--- src/rtl/div_radix2.sv ---
// div_radix2: 32-bit radix-2 restoring divider for DIV/DIVU, one quotient bit per cycle.
// Optional macro DIV_ZERO_FASTPATH_EN: a zero divisor completes the cycle after acceptance.
module div_radix2 (
    input  logic        clk,
    input  logic        resetn,
    input  logic        div_startE,
    input  logic        signed_divE,
    input  logic [31:0] opdata1,
    input  logic [31:0] opdata2,
    input  logic        annul,
    output logic        stall_divE,
    output logic        ready,
    output logic [63:0] result
);
    localparam int unsigned W  = 32;
    localparam int unsigned PW = 2 * W + 1;
    localparam int unsigned CW = 5;

    typedef enum logic [1:0] {
        IDLE = 2'd0,
        BUSY = 2'd1,
        DONE = 2'd2
    } state_t;

    state_t          state;
    state_t          state_next;

    logic [CW-1:0]   count;
    logic [PW-1:0]   pr;
    logic [W-1:0]    divisor;
    logic [W-1:0]    dividend_raw;
    logic            q_neg;
    logic            r_neg;
    logic            div_zero;

    logic            load;
    logic            step;
    logic            capture;

    logic            op1_neg;
    logic            op2_neg;
    logic [W-1:0]    op1_mag;
    logic [W-1:0]    op2_mag;
    logic [PW:0]     shifted;
    logic [W+1:0]    trial;
    logic [PW-1:0]   pr_step;
    logic [W-1:0]    quot_raw;
    logic [W-1:0]    rem_raw;
    logic [W-1:0]    quot_fix;
    logic [W-1:0]    rem_fix;
    logic [2*W-1:0]  result_next;

    // Operand magnitudes; signs only matter for DIV.
    assign op1_neg = signed_divE & opdata1[W-1];
    assign op2_neg = signed_divE & opdata2[W-1];
    assign op1_mag = op1_neg ? (~opdata1 + W'(1)) : opdata1;
    assign op2_mag = op2_neg ? (~opdata2 + W'(1)) : opdata2;

    // One restoring step: shift left, trial-subtract divisor from the upper half, keep on no borrow.
    assign shifted = {pr, 1'b0};
    assign trial   = shifted[PW:W] - {2'b00, divisor};
    assign pr_step = trial[W+1] ? shifted[PW-1:0] : {trial[W:0], shifted[W-1:1], 1'b1};

    assign quot_raw = pr_step[W-1:0];
    assign rem_raw  = pr_step[2*W-1:W];
    assign quot_fix = q_neg ? (~quot_raw + W'(1)) : quot_raw;
    assign rem_fix  = r_neg ? (~rem_raw + W'(1)) : rem_raw;

    // Capture from IDLE only happens on the zero-divisor fast path.
    always_comb begin
        result_next = {rem_fix, quot_fix};
        if (state == IDLE) begin
            result_next = {opdata1, {W{1'b1}}};
        end else if (div_zero) begin
            result_next = {dividend_raw, {W{1'b1}}};
        end
    end

    assign stall_divE = div_startE & (state != DONE);

    always_ff @(posedge clk or negedge resetn) begin
        if (!resetn) begin
            state <= IDLE;
        end else begin
            state <= state_next;
        end
    end

    always_comb begin
        state_next = state;
        load       = 1'b0;
        step       = 1'b0;
        capture    = 1'b0;
        case (state)
            IDLE: begin
                if (div_startE) begin
`ifdef DIV_ZERO_FASTPATH_EN
                    if (opdata2 == '0) begin
                        state_next = DONE;
                        capture    = 1'b1;
                    end else begin
                        state_next = BUSY;
                        load       = 1'b1;
                    end
`else
                    state_next = BUSY;
                    load       = 1'b1;
`endif
                end
            end
            BUSY: begin
                step = 1'b1;
                if (count == CW'(W - 1)) begin
                    state_next = DONE;
                    capture    = 1'b1;
                end
            end
            DONE: begin
                state_next = IDLE;
            end
            default: begin
                state_next = IDLE;
            end
        endcase
        // A flush wins over everything, including a same-cycle acceptance.
        if (annul) begin
            state_next = IDLE;
            load       = 1'b0;
            step       = 1'b0;
            capture    = 1'b0;
        end
    end

    always_ff @(posedge clk or negedge resetn) begin
        if (!resetn) begin
            count        <= '0;
            pr           <= '0;
            divisor      <= '0;
            dividend_raw <= '0;
            q_neg        <= 1'b0;
            r_neg        <= 1'b0;
            div_zero     <= 1'b0;
            result       <= '0;
            ready        <= 1'b0;
        end else begin
            ready <= capture;
            if (load) begin
                count        <= '0;
                pr           <= {(W + 1)'(0), op1_mag};
                divisor      <= op2_mag;
                dividend_raw <= opdata1;
                q_neg        <= op1_neg ^ op2_neg;
                r_neg        <= op1_neg;
                div_zero     <= (opdata2 == '0);
            end else if (step) begin
                count <= count + CW'(1);
                pr    <= pr_step;
            end
            if (capture) begin
                result <= result_next;
            end
        end
    end

endmodule

--- config.mk ---
export PLATFORM = sky130hd
export DESIGN_NAME = div_radix2
export DESIGN_NICKNAME = d
export VERILOG_FILES = /design/src/rtl/div_radix2.sv
export SDC_FILE = /design/constraint.sdc
export NUM_CORES = 1
export LEC_CHECK = 0
export CORE_UTILIZATION = 40
export CTS_BUF_LIST = sky130_fd_sc_hd__clkbuf_4 sky130_fd_sc_hd__clkbuf_8
export DETAILED_ROUTE_END_ITERATION = 7
export GPL_TIMING_DRIVEN = 0
export PLACE_DENSITY_LB_ADDON = 0.3
export RECOVER_POWER = 25
export REMOVE_ABC_BUFFERS = 1
export SYNTH_ARGS = -nofsm -noshare
export SYNTH_HDL_FRONTEND = slang
export SYNTH_SLANG_ARGS = --single-unit
export TNS_END_PERCENT = 1
--- constraint.sdc ---
create_clock -name clk -period 5.8 [get_ports clk]
set_input_delay 0.58 -clock clk [delete_from_list [all_inputs] [get_ports clk]]
set_output_delay 0.58 -clock clk [all_outputs]
set_load 0.01 [all_outputs]
After elaboration in Yosys (flattened, before gate mapping)
Cells that the tools add are included.
{ "totals": {"input_bits": 69, "output_inout_bits": 66, "ff_bits": 204, "word_cells": 56} }
{ "classes": {"mux": 23, "addsub": 6, "bitwise_logic": 8, "n_eq_ne": 5, "reduce_logical": 4} }
{ "op_table": {"columns": ["cell", "count"], "rows": [
  ["$mux 65", 3],
  ["$add 32x1->32 const B", 4],
  ["$mux 32", 4],
  ["$mux 64", 2],
  ["$not 32->32", 4],
  ["$sub 34x32->34", 1],
  ["$logic_not 32->1", 1],
  ["$mux 5", 2],
  ["$mux 1", 8],
  ["$mux 2", 3],
  ["$ne 3x3->1 const B", 2],
  ["$add 5x1->5 const B", 1],
  ["$eq 5x5->1 const B", 1],
  ["$pmux 2 s2", 1],
  ["$and 1x1->1", 3],
  ["$eq 2x1->1 const B", 1],
  ["$logic_not 2->1", 1],
  ["$ne 2x2->1 const B", 1],
  ["$reduce_and 2->1", 1],
  ["$reduce_bool 2->1", 1],
  ["$xor 1x1->1", 1]
]} }

Logic depth before layout (Yosys ltp)
{ "depth": {"depth_word": 7, "depth_mapped": 25, "mapped_depth_nobuf": 21} }

Worst setup path after synthesis
OpenSTA, ideal clock, no wires.
{ "synth_path": {"kind": "reg2reg", "startpoint": "register pr[37]", "endpoint": "register result[62]", "setup_ns": 0.134, "period_less_slack_ns": 5.343, "n_path_buf": 4, "arrival_time_ns": 5.209, "path_stages_with_launch": 25, "path_slack_ns": 0.457, "required_time_ns": 5.666, "path_cell_list": "dfrtp_1 ha_1 buf_6 a21o_4 a31oi_4 o21ai_2 o31ai_2 nor3b_1 nor2_1 inv_1 buf_2 buf_2 buf_1 nor2_1 a21oi_1 ha_1 o21ai_0 a2111oi_2 nand3_1 nand2b_1 o41a_1 a2111o_1 o31ai_1 xor2_1 o22ai_1"} }
{ "synth_via": {"elab_chain_cells": 7} }
{ "synth_rtl": {"columns": ["item", "line_no", "source"], "rows": [
  ["start, declared", "29", "logic [PW-1:0] pr;"],
  ["start signal, assigned", "149", "pr <= {(W + 1)'(0), op1_mag};"],
  ["start signal, assigned", "157", "pr <= pr_step;"],
  ["$sub 34x32->34", "61", "assign trial = shifted[PW:W] - {2'b00, divisor};"],
  ["$mux 65 *", "62", "assign pr_step = trial[W+1] ? shifted[PW-1:0] : {trial[W:0], shifted[W-1:1], 1'b1};"],
  ["$not 32->32", "67", "assign rem_fix = r_neg ? (~rem_raw + W'(1)) : rem_raw;"],
  ["$add 32x1->32", "67", null],
  ["$mux 32 *", "67", null],
  ["$mux 64 *", "74", "end else if (div_zero) begin"],
  ["$mux 64 *", "72", "if (state == IDLE) begin"],
  ["end signal, assigned", "160", "result <= result_next;"],
  ["end, declared", "13", "output logic [63:0] result"]
]} }
Mark *: on every way between the ends. The rest lies on a longest branch, timed or not.
A chain may end at the register's enable or synchronous reset.

Worst setup path after layout
{ "layout_path": {"startpoint": "register pr[31]", "endpoint": "register result[60]"} }
Same word-level chain as after synthesis.

==> flow_metrics.py <==
metrics = {
    "sta": {
        "tightest_slew_ns": 2.897,
        "finalCriticalPeriod_ns": 5.667,
        "fmax_mhz": 176.5,
        "tns_ns": 0,
        "setup_viol": 0,
        "slew_violations": 207,
        "fin_crit_sh_pct": 97.70,
        "holdWs_ns": 0.4627,
        "finalHoldViolations": 0,
        "relSlewSlack_pct": -93.14,
        "finClkSkew_ns": 0.01343,
    },
    "die": {
        "rows": 67,
        "die_w_microns": 187.5,
        "coreArea_sq_um": 33700,
        "start_util_pct": 40.83,
        "dieHeight_microns": 187.5,
        "io_pins": 135,
        "dieArea_sq_um": 35140,
    },
    "yosys": {
        "syn_avg_cell_area_sq_um": 8.146,
        "yosysUniqueCellTypes": 89,
        "ys_seq_elements": 204,
        "synth_warnings": 0,
        "synth_cells": 1689,
        "yosysSeqAreaShare_pct": 37.10,
        "ys_dominant_reg_cell": "dfrtp_1",
        "synthesis.area_sq_um": 13760,
        "synth_area_leader_cell": "dfrtp_1",
        "synth_edf_count": 0,
        "synth.area.top_cells": "dfrtp_1 37%, nand2_1 8.4%, o21ai_0 5.4%",
        "async_reset_ff_share_pct": 100.0,
        "synth_top_area_share_pct": 37.10,
    },
    "global_routing": {
        "grt_max_degree": 115,
        "overflow": 0,
        "grtUsageTotal_pct": 22.41,
        "antenna_found_initial": 0,
        "grt_pass1_wl_microns": 64280,
        "grt_pass1_vias": 12263,
    },
    "worst_setup_path": {
        "crit_family": "compound AO/OA/AOI/OAI gates",
        "required_ns": 6.20,
        "rr_endpoint": "result[60]$_DFFE_PN0P_",
        "cpPeakStageDelay_ns": 0.53,
        "startpoint": "pr[31]$_DFFE_PN0P_",
        "cp_slowest_cell": "o41a_1",
        "reg2reg_from": "pr[31]$_DFFE_PN0P_",
        "crit_type": "reg2reg",
        "cp_max_fo": 41,
        "reg2regPathDepth": 21,
        "critPathCaptureType": "flop",
        "crit_arrival_ns": 6.07,
        "path_cells": "clkinvlp_4, ha_1, nor2b_4, o2111ai_4, a211oi_4, o31ai_4, nor3b_4, nor2_4, buf_12, clkinv_16, mux2i_4, ha_2, o21ai_0, a2111oi_2, nand3_1, nand2b_1, o41a_1, a2111o_1, o31ai_2, xnor2_1, o22ai_1",
        "reg2reg_slack_ns": 0.13,
        "cp.buffers_inverters": 3,
        "critPathLaunchType": "flop",
    },
    "final_layout": {
        "fillCellCount": 3220,
        "n_antenna_cell": 0,
        "fin_nets": 1900,
        "final_core_utilization_pct": 49.22,
        "area_growth_pct": 20.57,
        "drive_above_1_share_pct": 9.156,
    },
    "clock_tree": {
        "holdBufCountCts": 0,
        "cts.path.max_buffers": 3,
        "cts-root-buf": "clkbuf_8",
        "cts_sinks": 204,
        "cts_max_level": 2,
        "clock_latency_ns": 0.54,
        "clk_pin_slew_ns": 0.06,
        "cts_tree": "done",
        "numCtsBuffers": 38,
    },
    "power_and_ir_drop": {
        "p_comb_share_pct": 58.3,
        "peakVddDrop_mv": 0.3022,
        "clkPwrFrac_pct": 16.9,
        "power_frac_seq_pct": 24.8,
        "p_per_area_nw_per_um2": 493.5,
        "leakage_nw": 7.014,
        "netSwitchingFraction_pct": 46.59,
        "p_sw_mw": 3.814,
        "power.internal_mw": 4.372,
    },
    "min_path": {
        "worstHoldPathType": "reg2reg",
        "whs_path_depth": 2,
        "min_to": "result[27]$_DFFE_PN0P_",
        "min_from": "result[27]$_DFFE_PN0P_",
    },
    "detailed_routing": {
        "viasPerCell": 5.609,
        "wl_per_cell_microns": 17.51,
        "drt_iter0_drc": 856,
        "routed_wl_microns": 39590,
        "ant_nets": 0,
        "drc": 0,
        "num_vias": 12682,
        "drtPass1Iterations": 7,
    },
    "placement": {
        "gp_congestion": 0.8855,
        "dp_hpwl_microns": 28520,
        "place.port_buffers": 134,
    },
    "run_status": {
        "violations": "max-capacitance violations, max-slew violations",
        "status": "finished, violations left",
    },
    "job": {
        "drv_cap": 2,
    },
}
[registers in the layout, summed over array words and instances (netlist names)]
signal / cells
count: 5
div_zero: 1
dividend_raw: 32
divisor: 32
pr: 65
q_neg: 1
r_neg: 1
ready: 1
result: 64
state: 2
[layout by cell type, fill, tap and decap left out, types with 5 or more instances in the layout]
master | Yosys | final
and3_1 | 17 | 16
a21o_1 | 10 | 10
o21a_1 | 8 | 8
nor3_1 | 35 | 34
dfrtp_2 | 0 | 6
o22ai_1 | 9 | 9
or3_1 | 11 | 11
mux2i_1 | 32 | 31
clkdlybuf4s50_1 | 0 | 133
a21oi_1 | 115 | 109
nand2_1 | 308 | 306
a22oi_1 | 5 | 5
dfrtp_1 | 204 | 198
o211ai_1 | 6 | 6
xnor2_1 | 72 | 72
nor2_1 | 148 | 145
a31oi_1 | 39 | 39
nand4_1 | 16 | 16
clkbuf_8 | 0 | 44
clkbuf_4 | 0 | 14
a22o_1 | 8 | 8
o41ai_1 | 11 | 11
mux2_2 | 5 | 5
nand2b_1 | 8 | 8
buf_12 | 0 | 7
a211oi_1 | 16 | 15
nor2b_1 | 7 | 6
a21oi_2 | 1 | 5
inv_1 | 61 | 58
o31ai_1 | 25 | 23
nand3b_1 | 9 | 9
o21ai_0 | 149 | 149
nand3_1 | 24 | 23
buf_4 | 5 | 14
and2_1 | 14 | 13
ha_1 | 38 | 26
ha_4 | 0 | 8
or4_1 | 12 | 12
nor4_1 | 22 | 22
xor2_1 | 72 | 72
[per-stage QoR]
step / std cells / setup slack, ns / power [mW] / area (sq um)
after global routing: 2261 / -0.03623 / 8.817 / 16590
final: 2261 / 0.1334 / 8.186 / 16590
after detailed placement: 2186 / -1.619 / 6.381 / 15470
after floorplan: 1592 / -2.161 / 5.228 / 13310
after global placement: 2174 / -5.049 / 6.274 / 15210
after CTS: 2250 / 0.006903 / 7.942 / 16330
[logic make-up (layout without fill, tap and decap cells)]
group | after synthesis | in the layout | synth area share [%]
multiplexers | 37 | 37 | 2.737
AO/OA/AOI/OAI | 453 | 453 | 20.78
flip-flops | 204 | 204 | 37.10
AND/OR/NAND/NOR | 654 | 654 | 21.67
adder cells (fa/ha/maj) | 39 | 39 | 3.601
XOR/XNOR | 144 | 144 | 9.167
buffers and inverters | 158 | 282 | 4.938
[layer usage]
layer / track usage (%) / routed length [microns] / vias up
met5: 0 / 0 / -
met4: 6.316 / 942 / 0
met3: 3.865 / 2265 / 62
met2: 36.06 / 18240 / 363
met1: 30.86 / 18140 / 6074
li1: - / - / 6183
[layout make-up]
cell class                      instances  area [sq um]  area share, %
Clock buffer                           58         710.7          4.284
Clock inverter                          3         22.52         0.1358
Inverter                               61         259.0          1.561
Multi-Input combinational cell       1327          8274          49.88
Sequential cell                       204          5112          30.82
Tap cell                              448         560.5          3.379
Timing Repair Buffer                  160          1649          9.941
[power groups by stage]
stage | Clock (mW) | Sequential, mW | Combinational [mW]
2_1_floorplan | 0 | 1.91 | 3.32
3_3_place_gp | 0 | 2.03 | 4.25
3_5_place_dp | 0 | 2.03 | 4.35
4_1_cts | 1.43 | 2.01 | 4.50
5_1_grt | 1.49 | 2.07 | 5.26
6_report | 1.39 | 2.03 | 4.77
[repair_timing]
action                                  4_1_cts  5_1_grt
cloned                                        0        1
resized for setup                            21       36
endpoints found under the setup margin       16        8
setup buffers                                 3       10
pin swaps                                     3       12
[worst max-delay path by stage]
| stage | slack, ns | end | cells after the start |
|---|---|---|---|
| 2_1_floorplan | -2.16 | result[62]$_DFFE_PN0P_ | 19 |
| 3_3_place_gp | -5.05 | result[62]$_DFFE_PN0P_ | 19 |
| 6_report | 0.13 | result[60]$_DFFE_PN0P_ | 21 |
| 4_1_cts | 0.007 | result[62]$_DFFE_PN0P_ | 20 |
| 3_5_place_dp | -1.62 | result[62]$_DFFE_PN0P_ | 20 |
| 5_1_grt | -0.04 | result[62]$_DFFE_PN0P_ | 21 |
[cell usage after synthesis (4+ instances only)]
| cell | instances |
|---|---|
| nor2_1 | 148 |
| a21oi_1 | 115 |
| buf_4 | 5 |
| mux2_2 | 5 |
| a22o_1 | 8 |
| a22oi_1 | 5 |
| buf_2 | 8 |
| buf_1 | 10 |
| o22ai_1 | 9 |
| o21ai_0 | 149 |
| a21o_1 | 10 |
| o21a_1 | 8 |
| a211oi_1 | 16 |
| nand2b_1 | 8 |
| o211ai_1 | 6 |
| a31oi_1 | 39 |
| xor2_1 | 72 |
| nor4_1 | 22 |
| and3_1 | 17 |
| inv_1 | 61 |
| nand3b_1 | 9 |
| buf_6 | 7 |
| nor3b_1 | 5 |
| nor2b_1 | 7 |
| clkbuf_1 | 66 |
| nand4_1 | 16 |
| ha_1 | 38 |
| or3_1 | 11 |
| or4_1 | 12 |
| nand2_1 | 308 |
| a21boi_0 | 4 |
| dfrtp_1 | 204 |
| xnor2_1 | 72 |
| and2_1 | 14 |
| nand3_1 | 24 |
| nor3_1 | 35 |
| mux2i_1 | 32 |
| o31ai_1 | 25 |
| o41ai_1 | 11 |
[worst min-delay path: stages, from the launching register on]
cell and delay (ns):
dfrtp_1 0.34, nand2_1 0.05, nand2_1 0.04
(Power assumes the default switching activity.)
